### src/rtl/fan_pkg.sv
// Shared types and constants for the fan off-timer: FSM state encoding,
// the 16-bit BCD mm:ss time type and the preset-minute helpers.
package fan_pkg;

  typedef enum logic [2:0] {
    ST_IDLE,
    ST_RUN0,
    ST_RUN1,
    ST_RUN2,
    ST_EXPIRED
  } fan_state_t;

  // {min_tens, min_ones, sec_tens, sec_ones}
  typedef logic [15:0] bcd_time_t;

  localparam bcd_time_t TIME_ZERO = 16'h0000;
  localparam bcd_time_t TIME_ONE  = 16'h0001;

  localparam int unsigned DEFAULT_PRESET_MIN0 = 1;
  localparam int unsigned DEFAULT_PRESET_MIN1 = 3;
  localparam int unsigned DEFAULT_PRESET_MIN2 = 5;

  function automatic bcd_time_t min_to_bcd(input int unsigned minutes);
    logic [3:0] tens;
    logic [3:0] ones;
    tens = 4'(minutes / 10);
    ones = 4'(minutes % 10);
    return {tens, ones, 8'h00};
  endfunction

  // True for 00:00 .. 00:10
  function automatic logic le_ten_sec(input bcd_time_t t);
    return (t[15:8] == 8'h00) && ((t[7:4] == 4'h0) || (t[7:0] == 8'h10));
  endfunction

endpackage

### src/rtl/bcd_mmss_down.sv
// Loadable BCD mm:ss down-counter with borrow chain and a 00:01 detect
// used by the FSM to recognise the final tick.
module bcd_mmss_down
  import fan_pkg::*;
(
  input  logic      clk,
  input  logic      reset_p,
  input  logic      i_load,
  input  bcd_time_t i_loadValue,
  input  logic      i_dec,
  output bcd_time_t o_value,
  output logic      o_isOne
);

  bcd_time_t r_value;
  bcd_time_t w_decValue;

  // Borrow ripples from seconds-ones upward; 00:00 holds rather than wrapping.
  always_comb begin
    w_decValue = r_value;
    if (r_value != TIME_ZERO) begin
      if (r_value[3:0] != 4'h0) begin
        w_decValue[3:0] = r_value[3:0] - 4'h1;
      end else begin
        w_decValue[3:0] = 4'h9;
        if (r_value[7:4] != 4'h0) begin
          w_decValue[7:4] = r_value[7:4] - 4'h1;
        end else begin
          w_decValue[7:4] = 4'h5;
          if (r_value[11:8] != 4'h0) begin
            w_decValue[11:8] = r_value[11:8] - 4'h1;
          end else begin
            w_decValue[11:8]  = 4'h9;
            w_decValue[15:12] = r_value[15:12] - 4'h1;
          end
        end
      end
    end
  end

  always_ff @(posedge clk or posedge reset_p) begin
    if (reset_p) begin
      r_value <= TIME_ZERO;
    end else if (i_load) begin
      r_value <= i_loadValue;
    end else if (i_dec) begin
      r_value <= w_decValue;
    end
  end

  assign o_value = r_value;
  assign o_isOne = (r_value == TIME_ONE);

endmodule

### src/rtl/fan_off_timer.sv
// Fan off-timer: button cycles through three preset countdowns, stops the fan
// on expiry. Define FAN_OFF_TIMER_WARN_EN to build the final-10s blink output.
module fan_off_timer
  import fan_pkg::*;
#(
  parameter int unsigned CLK_HZ      = 100_000_000,
  parameter int unsigned PRESET_MIN0 = DEFAULT_PRESET_MIN0,
  parameter int unsigned PRESET_MIN1 = DEFAULT_PRESET_MIN1,
  parameter int unsigned PRESET_MIN2 = DEFAULT_PRESET_MIN2
) (
  input  logic        clk,
  input  logic        reset_p,
  input  logic        btn,
  output logic [15:0] value,
  output logic        timer_start,
  output logic        start_stop,
  output logic        expired,
  output logic        warn
);

  localparam int unsigned PRESC_W = (CLK_HZ > 1) ? $clog2(CLK_HZ) : 1;
  localparam logic [PRESC_W-1:0] PRESC_TERM = PRESC_W'(CLK_HZ - 1);
  localparam bcd_time_t PRESET_BCD0 = min_to_bcd(PRESET_MIN0);
  localparam bcd_time_t PRESET_BCD1 = min_to_bcd(PRESET_MIN1);
  localparam bcd_time_t PRESET_BCD2 = min_to_bcd(PRESET_MIN2);

  fan_state_t         r_state;
  fan_state_t         w_nextState;
  logic [PRESC_W-1:0] r_presc;
  logic               r_timerStart;
  logic               r_startStop;
  logic               r_expired;
  logic               w_inRun;
  logic               w_tick;
  logic               w_load;
  bcd_time_t          w_loadValue;
  logic               w_dec;
  logic               w_expiring;
  bcd_time_t          w_value;
  logic               w_isOne;

  assign w_inRun = (r_state == ST_RUN0) || (r_state == ST_RUN1) || (r_state == ST_RUN2);
  assign w_tick  = w_inRun && (r_presc == PRESC_TERM);

  // A press always takes priority over a coincident tick, which is dropped.
  always_comb begin
    w_nextState = r_state;
    w_load      = 1'b0;
    w_loadValue = TIME_ZERO;
    w_dec       = 1'b0;
    w_expiring  = 1'b0;
    if (btn) begin
      w_load = 1'b1;
      case (r_state)
        ST_IDLE: begin
          w_nextState = ST_RUN0;
          w_loadValue = PRESET_BCD0;
        end
        ST_RUN0: begin
          w_nextState = ST_RUN1;
          w_loadValue = PRESET_BCD1;
        end
        ST_RUN1: begin
          w_nextState = ST_RUN2;
          w_loadValue = PRESET_BCD2;
        end
        default: w_nextState = ST_IDLE;
      endcase
    end else if (w_tick) begin
      w_dec = 1'b1;
      if (w_isOne) begin
        w_expiring  = 1'b1;
        w_nextState = ST_EXPIRED;
      end
    end
  end

  always_ff @(posedge clk or posedge reset_p) begin
    if (reset_p) begin
      r_state      <= ST_IDLE;
      r_presc      <= '0;
      r_timerStart <= 1'b0;
      r_startStop  <= 1'b0;
      r_expired    <= 1'b0;
    end else begin
      r_state      <= w_nextState;
      r_presc      <= (btn || !w_inRun || w_tick) ? '0 : r_presc + 1'b1;
      r_timerStart <= (w_nextState != ST_IDLE);
      r_startStop  <= (w_nextState == ST_EXPIRED);
      r_expired    <= w_expiring;
    end
  end

  bcd_mmss_down u_counter (
    .clk        (clk),
    .reset_p    (reset_p),
    .i_load     (w_load),
    .i_loadValue(w_loadValue),
    .i_dec      (w_dec),
    .o_value    (w_value),
    .o_isOne    (w_isOne)
  );

`ifdef FAN_OFF_TIMER_WARN_EN
  localparam logic [PRESC_W-1:0] PRESC_HALF = PRESC_W'(CLK_HZ / 2 - 1);
  logic r_warn;

  // Blink toggles on each half-second boundary during the last ten seconds.
  always_ff @(posedge clk or posedge reset_p) begin
    if (reset_p) begin
      r_warn <= 1'b0;
    end else if (btn || !w_inRun || w_expiring || !le_ten_sec(w_value)) begin
      r_warn <= 1'b0;
    end else if ((r_presc == PRESC_HALF) || w_tick) begin
      r_warn <= ~r_warn;
    end
  end

  assign warn = r_warn;
`else
  assign warn = 1'b0;
`endif

  assign value       = w_value;
  assign timer_start = r_timerStart;
  assign start_stop  = r_startStop;
  assign expired     = r_expired;

endmodule

### config.mk
export PLATFORM = sky130hd
export DESIGN_NAME = fan_off_timer
export DESIGN_NICKNAME = d
export VERILOG_FILES = /design/src/rtl/fan_pkg.sv /design/src/rtl/bcd_mmss_down.sv /design/src/rtl/fan_off_timer.sv
export SDC_FILE = /design/constraint.sdc
export NUM_CORES = 1
export LEC_CHECK = 0
export ABC_AREA = 1
export CAP_MARGIN = 20
export CORE_MARGIN = 3
export CORE_UTILIZATION = 63
export DETAILED_ROUTE_END_ITERATION = 8
export PLACE_DENSITY = 0.91
export RECOVER_POWER = 50
export SLEW_MARGIN = 20
export SYNTH_ARGS = -nofsm -noshare
export SYNTH_HDL_FRONTEND = slang
export SYNTH_HIERARCHICAL = 1
export SYNTH_SLANG_ARGS = --single-unit
### constraint.sdc
create_clock -name clk -period 6 [get_ports clk]
set_clock_uncertainty 0.1 [all_clocks]
set_input_delay 1.2 -clock clk [delete_from_list [all_inputs] [get_ports clk]]
set_output_delay 1.2 -clock clk [all_outputs]
set_load 0.005 [all_outputs]
==> results of run 1 <==
[cell usage in the layout (no fill, tap or decap), drive strengths merged, types with 9 or more instances in the layout]
master and count:
xor2 15, inv 49, clkdlybuf4s50 16, nand3 24
nor3 9, nor2 82, a21oi 13, dfrtp 49
conb 14, nand4 9, o21ai 17, nand2 110
[metrics by stage]
step,instance area [um2],cells,setup WS [ps],hold WS [ps],util
finish,3400,496,2360,391,0.754
detailed placement,3310,489,2870,385,0.735
floorplan,3070,421,3940,350,-
global placement,3310,489,2940,372,0.735
CTS,3410,496,3190,396,0.758
global route,3400,496,2090,417,0.754
[layout make-up]
| type | instances | area share |
|---|---|---|
| sequential | 49 | 0.361 |
| multi-input combinational | 316 | 0.471 |
| timing repair buffer | 23 | 0.0641 |
| tap | 52 | 0.0192 |
| inverter | 49 | 0.0542 |
| clock buffer | 5 | 0.0203 |
| clock inverter | 2 | 0.0103 |
[routing by layer]
layer / global-route usage / share of wire / wire, um / vias up
li1: - / - / - / 1350
met1: 0.287 / 0.42 / 2660 / 1232
met2: 0.437 / 0.51 / 3240 / 75
met3: 0.0427 / 0.041 / 258 / 12
met4: 0.111 / 0.024 / 151 / 0
met5: 0 / 0 / 0 / -
[report_power, final]
| group | switching (mW) | internal, mW |
|---|---|---|
| Combinational | 0.150 | 0.131 |
| Clock | 0.105 | 0.121 |
| Sequential | 0.0552 | 0.371 |
[registers in the layout, summed over array words and instances, names as in the netlist]
name	flops
expired	1
r_presc	27
r_state	3
start_stop	1
timer_start	1
u_counter/o_value	16
[cells by family (layout without fill, tap and decap cells)]
family | Yosys count | count (layout) | synth area share
compound gates | 38 | 38 | 0.0703
xor+xnor | 19 | 19 | 0.0550
fa+ha+maj | 3 | 3 | 0.0124
buf+inv | 56 | 79 | 0.0782
flops | 49 | 49 | 0.405
other cells | 1 | 14 | 0.00124
simple gates | 242 | 242 | 0.377
[worst max-delay path by stage]
| stage | slack, ps | from | to | cells after the start |
|---|---|---|---|---|
| 4_1_cts | 3190 | btn | u_counter/o_value[9] | 8 |
| 3_5_place_dp | 2870 | btn | u_counter/o_value[9] | 8 |
| 5_1_grt | 2090 | btn | u_counter/o_value[9] | 8 |
| 2_1_floorplan | 3940 | btn | u_counter/o_value[12] | 8 |
| 6_report | 2360 | btn | u_counter/o_value[11] | 8 |
| 3_3_place_gp | 2940 | btn | u_counter/o_value[9] | 8 |
[worst reg2reg max path: cells and delay by family (launching register included)]
family,cells,cell delay [ps]
DFF,1,390
buffers and inverters,1,50
adders and majority gates,1,220
AOI/OAI and AO/OA,1,380
and+or+nand+nor,10,1080
==> impl_metrics.json, run 1 <==
{
  "status": "finished with violations",
  "violations": "max-capacitance violations, max-slew violations",
  "ctsHtreeMaxLevel": 2,
  "synth_cells": 408,
  "layout_min_cycle_time_ps": 3640,
  "arrival_ps": 3780,
  "area_growth_pct": 12.3,
  "ys_warn_count": 6,
  "io_pins": 23,
  "holdCritPathClass": "reg2reg",
  "min_path_cells": 1,
  "syn_area_um2": 3020,
  "relSlewSlack": -0.128,
  "port_buffers": 21,
  "ir_drop_mv": 0.164,
  "place_hpwl_mm": 4.62,
  "tns_ps": 0,
  "hp-start": "r_presc[0]",
  "start_kind": "input port",
  "clock-root-buffer": "clkbuf_8",
  "multiInputGateArea_um2": 1600,
  "p_per_area_nw_per_um2": 275,
  "num_vias": 2669,
  "hold_viol": 0,
  "reg2reg_to": "u_counter/o_value[11]",
  "period_share": 0.606,
  "crit_top_cell": "nand2_1",
  "start_util": 0.671,
  "grt_setup_unrepaired": "false",
  "max_freq_ghz": 0.275,
  "cp_slowest_cell": "clkbuf_1",
  "synth_top_cell_area_share": 0.405,
  "avgRoutedWirePerCell_um": 12.7,
  "ys_ff_latch": 49,
  "fin_total_pwr_uw": 934,
  "synth-edff-count": 0,
  "cts_hold_buf": 0,
  "fp.dieArea_um2": 5670,
  "grt_overflow": 0,
  "critPathRequiredTime_ps": 6140,
  "yosys.area.top_type": "dfrtp_1",
  "seqCellArea_um2": 1230,
  "r2r_start": "r_presc[0]",
  "syn_area_per_cell_um2": 7.41,
  "clk_latency_ps": 300,
  "gp_congestion": 0.964,
  "viasPerCell": 5.38,
  "synthTopCellsByCount": "nand2_1, nor2_1, dfrtp_1",
  "crit_chain": "dlygate4sd3_1 > clkbuf_1 > inv_2 > nand2_1 > nand2_2 > a21oi_2 > nand3_1 > nand2_1",
  "crit_path_max_fanout": 28,
  "worst_pin_slew_ps": 1690,
  "final_antenna_net_count": 0,
  "clockBufferDepth": 2,
  "post-cts-setup-buffers": 0,
  "drive_gt1_frac": 0.0878,
  "antenna_found_initial": 0,
  "cp_num_buf_inv": 3,
  "post_cts_resized": 0,
  "dr.first_iter.drc_count": 212,
  "die_y_um": 75.3,
  "setup_viol": 0,
  "grt_pass1_wl_mm": 10.7,
  "synth.distinct_cells": 39,
  "yosysSeqAreaShare": 0.405,
  "yosys-top-cells-area": "dfrtp_1, nand2_1, nor2_1",
  "drt_drc_violations_left": 0,
  "async_flop_share": 1.00,
  "grt_usage": 0.246,
  "cts_tree": "built",
  "cts.reportedPaths.clkPinSlew_ps": 90,
  "core_um2": 4500,
  "num-nets-final": 450,
  "grt_max_degree": 34,
  "critPathKind": "in2reg",
  "holdPathEnd": "r_presc[0]",
  "numCtsBuffers": 5,
  "fp-row-count": 24,
  "synth.most_common_cell": "nand2_1",
  "endpoint_kind": "flip-flop",
  "dr.pass1.iters": 4,
  "fillers": 372,
  "grt_pass1_vias": 2526,
  "synth_ff_type": "dfrtp_1",
  "diodes": 0,
  "clock_sinks": 49,
  "max_stage_delay_ps": 800,
  "drv_slew": 34,
  "r2r_slack_ps": 3710,
  "ff2ff_path_depth": 13,
  "cp_top_family": "buffers and inverters",
  "wirelength_mm": 6.30,
  "die_width_um": 75.3,
  "maxCapViolCount": 1,
  "p_leak_nw": 1.54
}
No activity file was read; power rests on OpenSTA's default activity.
==> run 2: changes to the inputs <==
--- a/config.mk
+++ b/config.mk
@@ -8,9 +8,9 @@
 export ABC_AREA = 1
 export CAP_MARGIN = 20
 export CORE_MARGIN = 3
-export CORE_UTILIZATION = 63
+export CORE_UTILIZATION = 53
 export DETAILED_ROUTE_END_ITERATION = 8
-export PLACE_DENSITY = 0.91
+export PLACE_DENSITY = 0.82
 export RECOVER_POWER = 50
 export SLEW_MARGIN = 20
 export SYNTH_ARGS = -nofsm -noshare
==> constraint.sdc (replaced) <==
create_clock -name clk -period 3 [get_ports clk]
set_clock_uncertainty 0.1 [all_clocks]
set_input_delay 0.6 -clock clk [delete_from_list [all_inputs] [get_ports clk]]
set_output_delay 0.6 -clock clk [all_outputs]
set_load 0.005 [all_outputs]
==> run 2 against run 1 <==
Compared with the run above: clock power increased by 150%; count of clock-buffer cells in the layout unchanged; routed wire length increased by 4.0%; sequential power increased by 100%; non-clock buffer count increased by 1; global-route usage decreased by 2.7 points; first-iteration DRC count decreased by 38%; largest power group unchanged; the run still ends with max-capacitance violations, max-slew violations left.
==> impl_metrics.json, run 2 (synthesis results as in run 1) <==
{
  "status": "finished with violations",
  "violations": "max-capacitance violations, max-slew violations",
  "setup_viol": 0,
  "clock-root-buffer": "clkbuf_8",
  "cp_num_buf_inv": 0,
  "grt_pass1_wl_mm": 11.4,
  "die_y_um": 81.5,
  "grt_overflow": 0,
  "clock_sinks": 49,
  "fp.dieArea_um2": 6650,
  "comb_power_share": 0.289,
  "largest_reg_flops": 27,
  "hold_viol": 0,
  "endpoint_kind": "flip-flop",
  "drv_slew": 34,
  "p_leak_nw": 1.57,
  "diodes": 0,
  "seqCellArea_um2": 1230,
  "cp_top_family": "simple AND/OR/NAND/NOR gates",
  "crit_chain": "ha_1 > nand2_2 > nor2_8 > nand2_4 > nor2_1 > nand2_2 > nand3_1 > a211oi_1",
  "grt_setup_unrepaired": "false",
  "cts_tree": "built",
  "placed_cell_area_um2": 3340,
  "post-cts-setup-buffers": 0,
  "core_um2": 5300,
  "regMostFlops": "r_presc",
  "start_kind": "flip-flop",
  "grt_max_degree": 34,
  "area_growth_pct": 14.1,
  "r2r_slack_ps": 490,
  "ctsHtreeMaxLevel": 2,
  "clk_latency_ps": 310,
  "num-nets-final": 451,
  "cts.reportedPaths.clkPinSlew_ps": 90,
  "finalInstanceArea_um2": 3450,
  "cp_slowest_cell": "nand3_1",
  "arrival_ps": 2610,
  "period_share": 0.838,
  "holdCritPathClass": "reg2reg",
  "wirelength_mm": 6.56,
  "final_antenna_net_count": 0,
  "ff2ff_path_depth": 8,
  "num_vias": 2693,
  "relSlewSlack": -0.152,
  "max_stage_delay_ps": 700,
  "layout_min_cycle_time_ps": 2510,
  "r2r_start": "r_presc[0]",
  "die_width_um": 81.5,
  "worst_pin_slew_ps": 1730,
  "antenna_found_initial": 0,
  "tns_ps": 0,
  "max_freq_ghz": 0.398,
  "dr.pass1.iters": 4,
  "crit_top_cell": "nand2_2",
  "holdPathEnd": "r_presc[0]",
  "clockBufferDepth": 2,
  "drive_gt1_frac": 0.0919,
  "critPathRequiredTime_ps": 3090,
  "multiInputGateArea_um2": 1590,
  "drt_drc_violations_left": 0,
  "final_cell_mix": "nand2_1, nor2_1, dfrtp_1",
  "fillers": 433,
  "start_util": 0.570,
  "io_pins": 23,
  "numCtsBuffers": 5,
  "p_per_area_nw_per_um2": 574,
  "p_sw_frac": 0.326,
  "grt_pass1_vias": 2618,
  "critPathKind": "reg2reg",
  "port_buffers": 21,
  "p_int_mw": 1.34,
  "switching_power_uw": 645,
  "dr.first_iter.drc_count": 131,
  "viasPerCell": 5.22,
  "place_hpwl_mm": 4.78,
  "grt_usage": 0.219,
  "crit_path_max_fanout": 27,
  "ir_drop_mv": 0.334,
  "layout.cells.most_common": "nand2_1",
  "gp_congestion": 0.891,
  "post_cts_resized": 0,
  "p_clk_frac": 0.280,
  "cts_hold_buf": 0,
  "min_path_cells": 1,
  "maxCapViolCount": 1,
  "avgRoutedWirePerCell_um": 12.7,
  "power_frac_seq": 0.431,
  "reg2reg_to": "r_presc[7]",
  "fp-row-count": 26,
  "hp-start": "r_presc[0]"
}
[run 2: cell count changes in the layout (fill, tap and decap cells not counted), sizes merged]
cell	previous run	this run
buf	0	2
bufinv	1	2
clkbuf	7	6
clkdlybuf4s50	16	17
dlygate4sd3	5	4
[run 2: power groups by stage]
stage                     Clock (mW)  Combinational (mW)  Sequential [mW]
after floorplan                    0               0.349            0.850
final                          0.556               0.572            0.853
after CTS                      0.563               0.579            0.852
after global routing           0.588               0.639            0.870
after detailed placement           0               0.575            0.865
after global placement             0               0.551            0.861
[run 2: how the worst max path moves through the flow]
stage / from / to / slack (ps) / depth (start not counted)
after detailed placement: btn / u_counter/o_value[9] / 500 / 7
final: r_presc[0] / r_presc[7] / 490 / 8
after global placement: btn / u_counter/o_value[11] / 590 / 7
after floorplan: r_presc[0] / u_counter/o_value[12] / 1050 / 14
after global routing: r_presc[0] / r_presc[7] / 170 / 8
after CTS: r_presc[0] / u_counter/o_value[9] / 570 / 13
[run 2: layout make-up]
class | instances | share of cell area
Clock inverter | 3 | 0.0189
Multi-Input combinational cell | 316 | 0.461
Tap cell | 70 | 0.0254
Inverter | 49 | 0.0533
Clock buffer | 5 | 0.0199
Timing Repair Buffer | 24 | 0.0664
Sequential cell | 49 | 0.355
[run 2: per-layer routing]
| layer | up-vias | share of wire | global-route usage |
|---|---|---|---|
| met4 | 0 | 0.033 | 0.118 |
| li1 | 1350 | - | - |
| met2 | 103 | 0.49 | 0.366 |
| met5 | - | 0 | 0 |
| met3 | 25 | 0.052 | 0.0471 |
| met1 | 1215 | 0.43 | 0.261 |
[run 2: through the flow]
stage / power (mW) / util / worst slack [ps] / instances / hold WS (ps)
3_5_place_dp: 1.44 / 0.630 / 505 / 508 / 402
2_1_floorplan: 1.20 / - / 1050 / 421 / 350
5_1_grt: 2.10 / 0.651 / 175 / 516 / 447
6_report: 1.98 / 0.651 / 486 / 516 / 406
3_3_place_gp: 1.41 / 0.630 / 592 / 508 / 376
4_1_cts: 1.99 / 0.655 / 571 / 516 / 414
[run 2: worst register-to-register path, cell delays in order (launching register included)]
cell and delay [ps]:
dfrtp_1 420, ha_1 250, nand2_2 140, nor2_8 50, nand2_4 110, nor2_1 80
nand2_2 110, nand3_1 700, a211oi_1 440
